$ cat config.mk
export PLATFORM = sky130hd
export DESIGN_NAME = ocd_lvl_sched_flat
export DESIGN_NICKNAME = d
export VERILOG_FILES = /design/src/rtl/ocd_lvl_sched_if.sv /design/src/rtl/ocd_lvl_sched.sv /design/src/flat_wrapper.sv
export SDC_FILE = /design/constraint.sdc
export NUM_CORES = 1
export LEC_CHECK = 0
export ABC_AREA = 1
export ABC_CLOCK_PERIOD_IN_PS = 3400
export BUFFER_PORTS_ARGS = -buffer_cell sky130_fd_sc_hd__clkbuf_2
export CELL_PAD_IN_SITES_DETAIL_PLACEMENT = 1
export CELL_PAD_IN_SITES_GLOBAL_PLACEMENT = 2
export CORE_MARGIN = 2
export CORE_UTILIZATION = 36
export CTS_BUF_LIST = sky130_fd_sc_hd__clkbuf_4 sky130_fd_sc_hd__clkbuf_8
export CTS_CLUSTER_SIZE = 8
export DETAILED_ROUTE_END_ITERATION = 8
export PLACE_DENSITY = 0.83
export SLEW_MARGIN = 15
export SYNTH_ARGS = -nofsm -noshare
export SYNTH_HDL_FRONTEND = slang
export SYNTH_SLANG_ARGS = --single-unit
$ cat constraint.sdc
create_clock -name clk -period 3.4 [get_ports clk]
set_input_delay 0 -clock clk [delete_from_list [all_inputs] [get_ports clk]]
set_output_delay 0 -clock clk [all_outputs]
set_load 0.005 [all_outputs]
$ cat src/rtl/ocd_lvl_sched_if.sv
// ocd_lvl_sched_if: run/target/trip inputs and duty/fault status outputs of the OCD threshold sequencer.
interface ocd_lvl_sched_if #(
   parameter int PAR_MAX_VAL = 255,
   parameter int MAX_TRIPS   = 7
);
   localparam int W = $clog2(PAR_MAX_VAL + 1);
   localparam int T = $clog2(MAX_TRIPS + 1);
   logic         en;
   logic [W-1:0] target;
   logic         trip_in;
   logic [W-1:0] pw_par;
   logic         lvl_out;
   logic         period_stb;
   logic         fault;
   logic         lockout;
   logic [T-1:0] trip_cnt;
   modport master (output en, target, trip_in,
                   input  pw_par, lvl_out, period_stb, fault, lockout, trip_cnt);
   modport slave  (input  en, target, trip_in,
                   output pw_par, lvl_out, period_stb, fault, lockout, trip_cnt);
endinterface

$ cat src/rtl/ocd_lvl_sched.sv
// ocd_lvl_sched: soft-ramped, period-aligned OCD threshold PWM with trip hold-off and lockout.
module ocd_lvl_sched #(
   parameter int CLK_MHZ         = 100,
   parameter int PAR_MAX_VAL     = 255,
   parameter int STEP_PERIODS    = 16,
   parameter int HOLDOFF_PERIODS = 1024,
   parameter int MAX_TRIPS       = 7
) (
   input logic clk,
   input logic rst,
   ocd_lvl_sched_if.slave bus
);
   localparam int W  = $clog2(PAR_MAX_VAL + 1);
   localparam int T  = $clog2(MAX_TRIPS + 1);
   localparam int SW = STEP_PERIODS > 1 ? $clog2(STEP_PERIODS) : 1;
   localparam int HW = HOLDOFF_PERIODS > 1 ? $clog2(HOLDOFF_PERIODS) : 1;

   if (PAR_MAX_VAL < 1 || STEP_PERIODS < 1 || HOLDOFF_PERIODS < 1 || MAX_TRIPS < 1 || CLK_MHZ < 1) begin : g_bad_param
      $error("ocd_lvl_sched: illegal parameter value");
   end

   typedef enum logic [2:0] {IDLE, RAMP, HOLD, TRIPPED, LOCKOUT} state_t;

   state_t        state, state_n;
   logic [W-1:0]  cnt, cnt_n, pw, pw_n, tgt_c;
   logic          stb, lvl;
   logic [SW-1:0] step, step_n;
   logic [HW-1:0] hold, hold_n;
   logic [T-1:0]  trips, trips_n, trips_inc;
   logic          s1, s2, s3, ev;
   logic          last_step, last_hold;

   assign cnt_n     = (cnt == '0) ? W'(PAR_MAX_VAL - 1) : cnt - 1'b1;
   assign tgt_c     = ({1'b0, bus.target} > (W+1)'(PAR_MAX_VAL)) ? W'(PAR_MAX_VAL) : bus.target;
   assign trips_inc = (trips == T'(MAX_TRIPS)) ? trips : trips + 1'b1;
   assign last_step = (step == SW'(STEP_PERIODS - 1));
   assign last_hold = (hold == HW'(HOLDOFF_PERIODS - 1));

   // trip_in crosses into clk via s1/s2; ev is the registered rising edge of the synced level
   always_ff @(posedge clk or posedge rst) begin
      if (rst) begin
         cnt   <= W'(PAR_MAX_VAL - 1);
         stb   <= 1'b0;
         lvl   <= 1'b0;
         pw    <= '0;
         state <= IDLE;
         step  <= '0;
         hold  <= '0;
         trips <= '0;
         s1    <= 1'b0;
         s2    <= 1'b0;
         s3    <= 1'b0;
         ev    <= 1'b0;
      end else begin
         cnt   <= cnt_n;
         stb   <= (cnt_n == '0);
         lvl   <= (cnt_n < pw_n);
         pw    <= pw_n;
         state <= state_n;
         step  <= step_n;
         hold  <= hold_n;
         trips <= trips_n;
         s1    <= bus.trip_in;
         s2    <= s1;
         s3    <= s2;
         ev    <= s2 & ~s3;
      end
   end

   // pw only moves on stb edges so the new duty lands exactly at the counter reload
   always_comb begin
      state_n = state;
      pw_n    = pw;
      step_n  = step;
      hold_n  = hold;
      trips_n = trips;
      if (!bus.en) begin
         state_n = IDLE;
         trips_n = '0;
         step_n  = '0;
         hold_n  = '0;
         pw_n    = stb ? '0 : pw;
      end else begin
         case (state)
            IDLE: begin
               state_n = RAMP;
               trips_n = '0;
               step_n  = '0;
               pw_n    = stb ? '0 : pw;
            end
            RAMP, HOLD: begin
               if (ev) begin
                  trips_n = trips_inc;
                  state_n = (trips_inc == T'(MAX_TRIPS)) ? LOCKOUT : TRIPPED;
                  hold_n  = '0;
               end else if (state == RAMP) begin
                  if (stb) begin
                     step_n = last_step ? '0 : step + 1'b1;
                     pw_n   = !last_step ? pw : (pw < tgt_c) ? pw + 1'b1 : tgt_c;
                  end
                  state_n = (pw_n == tgt_c) ? HOLD : RAMP;
               end else if (stb) begin
                  pw_n    = (tgt_c < pw) ? tgt_c : pw;
                  state_n = (tgt_c > pw) ? RAMP : HOLD;
                  step_n  = '0;
               end
            end
            TRIPPED: begin
               if (stb) begin
                  hold_n  = last_hold ? '0 : hold + 1'b1;
                  pw_n    = last_hold ? '0 : pw;
                  state_n = last_hold ? RAMP : TRIPPED;
                  step_n  = '0;
               end
            end
            LOCKOUT: pw_n = stb ? '0 : pw;
            default: state_n = IDLE;
         endcase
      end
   end

   assign bus.pw_par     = pw;
   assign bus.lvl_out    = lvl;
   assign bus.period_stb = stb;
   assign bus.fault      = (state == TRIPPED) || (state == LOCKOUT);
   assign bus.lockout    = (state == LOCKOUT);
   assign bus.trip_cnt   = trips;
endmodule

$ cat src/flat_wrapper.sv
// flat-port wrapper written by rule: the top's interface ports become plain ports
module ocd_lvl_sched_flat 
#(
   parameter int CLK_MHZ         = 100,
   parameter int PAR_MAX_VAL     = 255,
   parameter int STEP_PERIODS    = 16,
   parameter int HOLDOFF_PERIODS = 1024,
   parameter int MAX_TRIPS       = 7
)
  (clk, rst, bus_en, bus_target, bus_trip_in, bus_pw_par, bus_lvl_out, bus_period_stb, bus_fault, bus_lockout, bus_trip_cnt);
  ocd_lvl_sched_if #(.PAR_MAX_VAL(PAR_MAX_VAL), .MAX_TRIPS(MAX_TRIPS)) bus_i ();
  input logic clk;
  input logic rst;
  input wire logic [$bits(bus_i.en)-1:0] bus_en;
  input wire logic [$bits(bus_i.target)-1:0] bus_target;
  input wire logic [$bits(bus_i.trip_in)-1:0] bus_trip_in;
  output wire logic [$bits(bus_i.pw_par)-1:0] bus_pw_par;
  output wire logic [$bits(bus_i.lvl_out)-1:0] bus_lvl_out;
  output wire logic [$bits(bus_i.period_stb)-1:0] bus_period_stb;
  output wire logic [$bits(bus_i.fault)-1:0] bus_fault;
  output wire logic [$bits(bus_i.lockout)-1:0] bus_lockout;
  output wire logic [$bits(bus_i.trip_cnt)-1:0] bus_trip_cnt;
  assign bus_i.en = bus_en;
  assign bus_i.target = bus_target;
  assign bus_i.trip_in = bus_trip_in;
  assign bus_pw_par = bus_i.pw_par;
  assign bus_lvl_out = bus_i.lvl_out;
  assign bus_period_stb = bus_i.period_stb;
  assign bus_fault = bus_i.fault;
  assign bus_lockout = bus_i.lockout;
  assign bus_trip_cnt = bus_i.trip_cnt;
  ocd_lvl_sched #(.CLK_MHZ(CLK_MHZ), .PAR_MAX_VAL(PAR_MAX_VAL), .STEP_PERIODS(STEP_PERIODS), .HOLDOFF_PERIODS(HOLDOFF_PERIODS), .MAX_TRIPS(MAX_TRIPS)) u_core (.clk(clk), .rst(rst), .bus(bus_i));
endmodule
Yosys cells after proc, flatten, opt, wreduce, memory -nomap -nowiden
Cells that the tools add are included.
W data, S select, Z words.
{ "word_totals": {"in_bits": 12, "regBits": 42, "wordCells": 94, "output_inout_bits": 15} }
{ "classes": {"n_bitwise": 2, "n_eq_ne": 18, "reduce_logical": 10, "n_lt_le_gt_ge": 4, "muxes": 43, "add_sub_neg": 5} }
{ "ops": {"columns": ["operator", "n"], "rows": [
  ["$mux W8", 16],
  ["$mux W10", 4],
  ["$mux W3", 9],
  ["$lt A8 B8 Y1", 3],
  ["$mux W4", 6],
  ["$pmux W8 S3", 1],
  ["$pmux W10 S2", 1],
  ["$logic_not A8 Y1", 2],
  ["$pmux W3 S4", 1],
  ["$pmux W4 S3", 1],
  ["$add A10 B1 Y10 const B", 1],
  ["$eq A10 B10 Y1 const B", 1],
  ["$eq A3 B3 Y1 const B", 3],
  ["$reduce_and A3 Y1", 3],
  ["$add A8 B1 Y8 const B", 1],
  ["$eq A8 B8 Y1", 1],
  ["$gt A8 B8 Y1", 1],
  ["$sub A8 B1 Y8 const B", 1],
  ["$eq A3 B2 Y1 const B", 2],
  ["$mux W2", 3],
  ["$ne A3 B1 Y1 const B", 2],
  ["$ne A3 B2 Y1 const B", 2],
  ["$pmux W3 S2", 1],
  ["$ne A5 B2 Y1 const B", 1],
  ["14 further kinds", 15]
]} }

Logic depth before layout (Yosys ltp)
Gate-level depths: netlist of the first run.
{ "logic_depth": {"depth_word": 14, "depth_mapped": 26, "mapped_depth_nobuf": 25} }

Worst setup path before layout of the first run
Ideal clock, no wire load.
{ "synth_path": {"path_kind": "register -> register", "startpoint": "register u_core.pw[0], in the netlist u_core.bus.pw_par[0]", "endpoint": "register u_core.lvl, in the netlist u_core.bus.lvl_out", "setup_ns": 0.077, "path_buffers": 2, "t_arrival_ns": 2.544, "synth_period_minus_slack_ns": 2.621, "slack_ns": 0.779, "t_required_ns": 3.323, "stages_incl_launch_ff": 20, "cell_sequence": "dfrtp_1 > buf_2 > inv_1 > ha_1 > nand2_1 > nor2_1 > a21oi_2 > nand2_2 > buf_6 > nand2_1 > o21ai_1 > nand2_1 > nand3_1 > o211ai_1 > nand3_1 > a32oi_1 > ha_1 > a21oi_1 > nand2_1 > a21oi_1"} }
{ "synth_between": {"elab_chain_cells": 13, "word_cells_on_any_way": 20, "cone_classes": "add/sub (1); order compare (3); mux (16)"} }
{ "synth_lines": {"columns": ["item", "line_no", "rtl"], "rows": [
  ["start: declaration", "ocd_lvl_sched.sv:25", "logic [W-1:0] cnt, cnt_n, pw, pw_n, tgt_c;"],
  ["start signal: assignment", "ocd_lvl_sched.sv:58", "pw <= pw_n;"],
  ["$add A8 B1 Y8 / $lt A8 B8 Y1 (equally long branches)", "ocd_lvl_sched.sv:99", "pw_n = !last_step ? pw : (pw < tgt_c) ? pw + 1'b1 : tgt_c;"],
  ["$mux W8 (2 in series)", "ocd_lvl_sched.sv:99", null],
  ["$mux W8", "ocd_lvl_sched.sv:97", "if (stb) begin"],
  ["$mux W8", "ocd_lvl_sched.sv:96", "end else if (state == RAMP) begin"],
  ["$mux W8", "ocd_lvl_sched.sv:92", "if (ev) begin"],
  ["$mux W8", "ocd_lvl_sched.sv:84", "case (state)"],
  ["$mux W8", "ocd_lvl_sched.sv:77", "if (!bus.en) begin"],
  ["$mux W8", "ocd_lvl_sched.sv:96", null],
  ["$mux W8", "ocd_lvl_sched.sv:92", null],
  ["$pmux W8 S3", "ocd_lvl_sched.sv:84", null],
  ["$mux W8 (*)", "ocd_lvl_sched.sv:77", null],
  ["$lt A8 B8 Y1 (*)", "ocd_lvl_sched.sv:57", "lvl <= (cnt_n < pw_n);"],
  ["end signal: assignment", "ocd_lvl_sched.sv:57", null],
  ["end: declaration", "ocd_lvl_sched.sv:26", "logic stb, lvl;"]
]} }
Every way passes the cells marked *; elsewhere a longest branch is shown, timed or not. The select of a mux whose other input is x is not followed.
A chain may end at the register's enable or synchronous reset.

Worst setup path after layout of the first run
{ "layout_path": {"startpoint": "register u_core.pw[7], in the netlist u_core.bus.pw_par[7]", "endpoint": "register u_core.lvl, in the netlist u_core.bus.lvl_out"} }
Same word-level chain as after synthesis.

==> results of run 1 <==
-- state kept, by name (all words and copies together), names as in the netlist --
signal                 count
u_core.bus.period_stb      1
u_core.bus.pw_par          8
u_core.step                4
u_core.s3                  1
u_core.s1                  1
u_core.state               3
u_core.cnt                 8
u_core.bus.trip_cnt        3
u_core.hold               10
u_core.ev                  1
u_core.bus.lvl_out         1
u_core.s2                  1
-- worst reg2reg max path: stages, from the launching register on --
cell and delay [ns]:
dfrtp_1 0.49, ha_1 0.36, a21o_1 0.21, nor2_4 0.14, nand2_4 0.14, inv_2 0.16, nand2_1 0.07, nand3_1 0.09
nand2_1 0.08, nand2_1 0.08, nand3_1 0.07, o211ai_1 0.10, nand3_1 0.10, a32oi_1 0.30, ha_1 0.31, a21oi_1 0.16
nand2_1 0.08, a21oi_1 0.12
-- layer usage --
metal	wire length (µm)	GRT usage, %
met5	0	0
met4	94	4.054
met3	224	2.203
met2	4899	34.11
met1	5054	27.01
-- power by group --
group          switching, mW  leakage, nW  internal, mW
Combinational           1.03         1.39         0.546
Clock                  0.205       0.0467         0.152
Sequential            0.0966        0.540         0.586
Total                   1.33         1.98          1.28
-- final timing paths --
check,to,slack [ns],cells after the start
worst min-delay path,u_core.bus.pw_par[1],0.16,3
min in group asynchronous,u_core.s1,0.37,3
worst max register to register,u_core.bus.lvl_out,0.29,17
max in group asynchronous,u_core.cnt[2],2.18,4
worst max-delay path,u_core.bus.lvl_out,0.29,17
worst min register to register,u_core.s2,0.36,0
-- cells by family after synthesis --
group	Yosys count	synth area share [%]
adder cells (fa/ha/maj)	22	7.690
buffers and inverters	94	11.04
AO/OA/AOI/OAI	105	18.07
AND/OR/NAND/NOR	247	31.63
flip-flops	42	29.61
XOR/XNOR	8	1.957
-- final cells by class --
class | instances | area (µm²) | share of cell area (%)
Clock buffer | 5 | 68.82 | 1.737
Clock inverter | 3 | 27.53 | 0.6949
Inverter | 79 | 296.5 | 7.486
Multi-Input combinational cell | 382 | 2125 | 53.63
Sequential cell | 42 | 1060 | 26.75
Tap cell | 133 | 166.4 | 4.201
Timing Repair Buffer | 37 | 217.7 | 5.496
-- cells in the mapped netlist, types with 4 or more instances --
library cell / instances
nand2_1: 133
inv_1: 61
nand3_1: 36
dfrtp_1: 35
nor2_1: 35
a21oi_1: 25
o21ai_0: 24
ha_1: 22
inv_2: 18
o21ai_1: 15
nor2_2: 10
o211ai_1: 9
nand2_2: 8
buf_2: 7
dfstp_2: 7
nor2_4: 7
nor3_1: 7
o2111ai_1: 6
o22ai_1: 6
xor2_1: 6
a31oi_1: 5
nand4_1: 5
a21oi_2: 4
buf_6: 4
-- per-stage QoR --
| stage | power (mW) | worst slack [ns] | utilization, % | instances |
|---|---|---|---|---|
| floorplan | 1.825 | 0.7788 | - | 518 |
| global placement | 2.226 | 0.3971 | 39.52 | 671 |
| detailed placement | 2.271 | 0.2943 | 39.52 | 671 |
| CTS | 2.649 | 0.2801 | 40.72 | 681 |
| global route | 2.880 | 0.01664 | 40.72 | 681 |
| finish | 2.616 | 0.2880 | 40.72 | 681 |
==> qor.yml, run 1 <==
critical_path:
  crit_buf_inv: 1
  crit_path_start_kind: "flip-flop"
  required_ns: 3.64
  worst_setup_path_end_kind: "flip-flop"
  crit_family: "compound AO/OA/AOI/OAI gates"
  path_class: "reg -> reg"
  crit_slowest_cell: "dfrtp_1"
  path_max_fanout: 14
  crit_arrival_ns: 3.35
  crit_top_cell: "nand2_1"
  critPathMaxStageDelay_ns: 0.49
  crit_chain: "ha_1 -> a21o_1 -> nor2_4 -> nand2_4 -> inv_2 -> nand2_1 -> nand3_1 -> nand2_1 -> nand2_1 -> nand3_1 -> o211ai_1 -> nand3_1 -> a32oi_1 -> ha_1 -> a21oi_1 -> nand2_1 -> a21oi_1"
  cp-startpoint: "u_core.bus.pw_par[7]"
  rr_startpoint: "u_core.bus.pw_par[7]"
timing:
  fin_crit_sh_pct: 91.53
  rsz0062_at_grt: "no"
  fin_tns_setup_ns: 0
  hold_ws_ns: 0.1574
  worst_pin_slew_ns: 0.8147
  setup_viol: 0
  achievable-frequency_mhz: 321.3
  max_slew_margin_pct: 45.63
  period_needed_ns: 3.112
  fin_worst_skew_ns: 0.01218
  slew_viol_final: 0
  finalHoldViolations: 0
detailed_routing:
  drcViolationCount: 0
  vias: 3475
  drt_iter0_markers: 111
  first_pass_iters: 4
  wire_per_inst_um: 15.08
  avgViaCountPerCell: 5.103
  ant_nets: 0
  wl_mm: 10.27
min_path:
  min_from: "bus_en"
  min_path_type: "in -> reg"
clock_tree:
  cts_tree: "built"
  ctsResizeCount: 0
  cts_made_buffers: 5
  postCtsHoldBufs: 2
  cts_setup_buffers: 0
  cts.reportedPaths.clkPinSlew_ns: 0.10
  clk_path_buf_depth: 2
  cts_sinks: 42
  cts-root-buf: "clkbuf_8"
  htree_levels: 2
  clock_latency_ns: 0.31
die:
  die_x_um: 103.7
  core_mm2: 0.009729
  ios: 27
  die_h_um: 103.7
  start_util_pct: 36.79
  die-area_mm2: 0.01076
  rows: 36
global_routing:
  grt_max_degree: 23
  grt_pass1_vias: 3570
  grt_pass1_wl_mm: 17.58
  grt_overflow: 0
  grt_antenna_before_repair: 0
  grtUsageTotal_pct: 19.83
logic_synthesis:
  netlist_instances: 518
  synth_area_leaders: "dfrtp_1, nand2_1, ha_1"
  ys_warn_count: 0
  seq_area_frac_synth_pct: 29.61
  ys_ff_latch: 42
  syn_nets: 552
  synth_cell_types: 41
  yosysTopAreaCell: "dfrtp_1"
  synth.avg_cell_area_um2: 6.911
  synth_top_cell_area_share_pct: 24.47
  ys.flop_type: "dfrtp_1"
  synth_area_mm2: 0.003580
  synth_edf_count: 0
  async_flop_share_pct: 100.0
layout:
  drive_gt1_share_pct: 19.34
  diodes: 0
  nNetsFinal: 581
  layout_commonest_cell: "nand2_1"
  final.fill_count: 1295
  area_delta_synth_final_pct: 10.66
  final_cell_mix: "nand2_1, inv_1, nand3_1, nor2_1, dfrtp_1"
  post-route-cell-area_mm2: 0.003961
placed_design:
  port_buffers: 26
  hpwl_mm: 8.272
  dpl_cell_area_mm2: 0.003845
  gp_congestion: 0.8601
pwr:
  ir_drop_mv: 0.2198
  power_density_mw_per_mm2: 660.3
  p_leak_nw: 1.978
run:
  cap_violations: 0
status:
  status: "finished, final reports clean"
No activity file was read; power rests on OpenSTA's default activity.
==> run 2, diff against run 1 <==
--- a/config.mk
+++ b/config.mk
@@ -10,6 +10,7 @@
 export BUFFER_PORTS_ARGS = -buffer_cell sky130_fd_sc_hd__clkbuf_2
 export CELL_PAD_IN_SITES_DETAIL_PLACEMENT = 1
 export CELL_PAD_IN_SITES_GLOBAL_PLACEMENT = 2
+export CORE_ASPECT_RATIO = 1.75
 export CORE_MARGIN = 2
 export CORE_UTILIZATION = 36
 export CTS_BUF_LIST = sky130_fd_sc_hd__clkbuf_4 sky130_fd_sc_hd__clkbuf_8
==> run 2 against run 1 <==
Compared with the run above: highest routed layer unchanged; setup slack better by 0.046 ns; sequential cell count stayed put; combinational power hardly changed; final area hardly changed; hold slack better by 0.026 ns; die area is 0.30% higher; via count is 1.6% higher; non-clock buffer count stayed put; total power is 1.1% higher; clock skew is 0.0033 ns higher; routed wire length is 6.8% higher.
==> qor.yml, run 2 (synthesis results as in run 1) <==
timing:
  rsz0062_at_grt: "no"
  worst_pin_slew_ns: 0.5487
  finalHoldViolations: 0
  setup_viol: 0
  achievable-frequency_mhz: 326.1
  fin_tns_setup_ns: 0
  fin_worst_skew_ns: 0.01547
  fin_crit_sh_pct: 90.18
  period_needed_ns: 3.066
  slew_viol_final: 0
  max_slew_margin_pct: 63.42
  worst_slack_ns: 0.3339
global_routing:
  grt_max_degree: 43
  grtUsageTotal_pct: 21.78
  grt_pass1_wl_mm: 18.35
  grt_overflow: 0
  grt_antenna_before_repair: 0
  grt_pass1_vias: 3776
critical_path:
  worst_setup_path_end_kind: "flip-flop"
  required_ns: 3.64
  cp-startpoint: "u_core.bus.pw_par[7]"
  path_max_fanout: 14
  cp-endpoint: "u_core.bus.lvl_out"
  path_class: "reg -> reg"
  critPathMaxStageDelay_ns: 0.50
  crit_slowest_cell: "dfrtp_1"
  crit_arrival_ns: 3.31
  reg2reg_slack_ns: 0.33
  r2r_end: "u_core.bus.lvl_out"
  reg2reg_depth: 17
  crit_top_cell: "nand2_1"
  crit_path_start_kind: "flip-flop"
  crit_chain: "ha_1 -> a21o_1 -> nor2_4 -> nand2_4 -> inv_2 -> nand2_1 -> nand3_1 -> nand2_1 -> nand2_1 -> nand3_1 -> o211ai_1 -> nand3_1 -> a32oi_2 -> ha_1 -> a21oi_1 -> nand2_1 -> a21oi_1"
  rr_startpoint: "u_core.bus.pw_par[7]"
detailed_routing:
  route.met3.wl_um: 212
  wl_mm: 10.97
  drt_iter0_markers: 82
  drcViolationCount: 0
  first_pass_iters: 6
  wl_met1_mm: 4.235
  met2_length_mm: 6.144
  avgViaCountPerCell: 5.244
  wire_per_inst_um: 16.30
  ant_nets: 0
  vias: 3529
  highest_layer: "met4"
layout:
  drive_gt1_share_pct: 19.53
  final.fill_count: 1264
  largest-register: "u_core.hold"
  largest_reg_flops: 10
  layout_commonest_cell: "nand2_1"
  utilization_pct: 40.48
  diodes: 0
  nNetsFinal: 581
  area_delta_synth_final_pct: 10.70
  final_cell_mix: "nand2_1, inv_1, nand3_1, nor2_1, dfrtp_1"
die:
  die_h_um: 135.9
  ios: 27
  rows: 48
  core_mm2: 0.009789
  die_x_um: 79.38
  die-area_mm2: 0.01079
  start_util_pct: 36.57
clock_tree:
  cts_made_buffers: 5
  cts-root-buf: "clkbuf_8"
  cts_sinks: 42
  htree_levels: 2
  cts.reportedPaths.clkPinSlew_ns: 0.09
  clk_path_buf_depth: 2
  cts_setup_buffers: 0
  cts_tree: "built"
  clock_latency_ns: 0.31
placed_design:
  hpwl_mm: 8.900
  port_buffers: 26
  gp_congestion: 0.8227
  dp_slack_ns: 0.2735
pwr:
  p_leak_nw: 1.993
  switching_share_pct: 50.43
  power_density_mw_per_mm2: 667.0
  p_clk_share_pct: 13.5
  ir_drop_mv: 0.2904
  pwr-share-seq_pct: 25.9
  p_int_mw: 1.310
  p_sw_mw: 1.333
  combinationalPowerShare_pct: 60.6
status:
  status: "finished, final reports clean"
min_path:
  min_path_type: "in -> reg"
run:
  cap_violations: 0
-- run 2: area by class of cell --
class	count	area [µm²]	area share, %
inverters	79	296.5	7.483
well taps	125	156.4	3.947
flip-flops and latches	42	1060	26.74
clock buffers	7	90.09	2.273
clock inverters	1	5.005	0.1263
repair buffers	37	217.7	5.494
multi-input cells	382	2137	53.93
-- run 2: how the worst min path moves through the flow --
stage | start | endpoint | slack [ns] | depth (start not counted)
finish | bus_en | u_core.bus.pw_par[6] | 0.18 | 3
CTS | bus_en | u_core.bus.pw_par[6] | 0.17 | 3
global route | bus_en | u_core.bus.pw_par[6] | 0.19 | 2
floorplan | bus_trip_in | u_core.s1 | 0.03 | 0
detailed placement | bus_trip_in | u_core.s1 | 0.11 | 1
global placement | bus_trip_in | u_core.s1 | 0.11 | 1
-- run 2: repair_timing --
item / 4_1_cts / 5_1_grt
endpoints found under the setup margin: 0 / 1
hold buffers: 2 / 0
gates resized for setup: 0 / 2
endpoints found under the hold margin: 36 / 0
-- run 2: through the flow --
| stage | hold WS [ns] | power [mW] | std cells | area [µm²] |
|---|---|---|---|---|
| after floorplan | 0.03143 | 1.825 | 518 | 3580 |
| after global placement | 0.1093 | 2.243 | 663 | 3835 |
| after detailed placement | 0.1119 | 2.293 | 663 | 3835 |
| after CTS | 0.1673 | 2.664 | 673 | 3950 |
| after global routing | 0.1914 | 2.909 | 673 | 3963 |
| final | 0.1838 | 2.643 | 673 | 3963 |
-- run 2: worst max-delay path, delay by kind of cell (launching register included) --
family / cells / cell delay [ns]
compound gates: 5 / 0.82
simple gates: 9 / 0.83
buf+inv: 1 / 0.16
fa+ha+maj: 2 / 0.67
flops: 1 / 0.50
-- run 2: power groups by stage --
stage                     clock, mW  combinational [mW]  sequential (mW)
after floorplan                   0                1.14            0.682
after CTS                     0.371                1.61            0.685
after global placement            0                1.56            0.686
after global routing          0.389                1.82            0.700
after detailed placement          0                1.60            0.694
final                         0.358                1.60            0.685
-- run 2: metal layers --
layer  up-vias  GRT usage, %
li1       1756             -
met1      1709         22.55
met2        45         42.18
met3        19         2.855
met4         0         9.962
met5         -             0
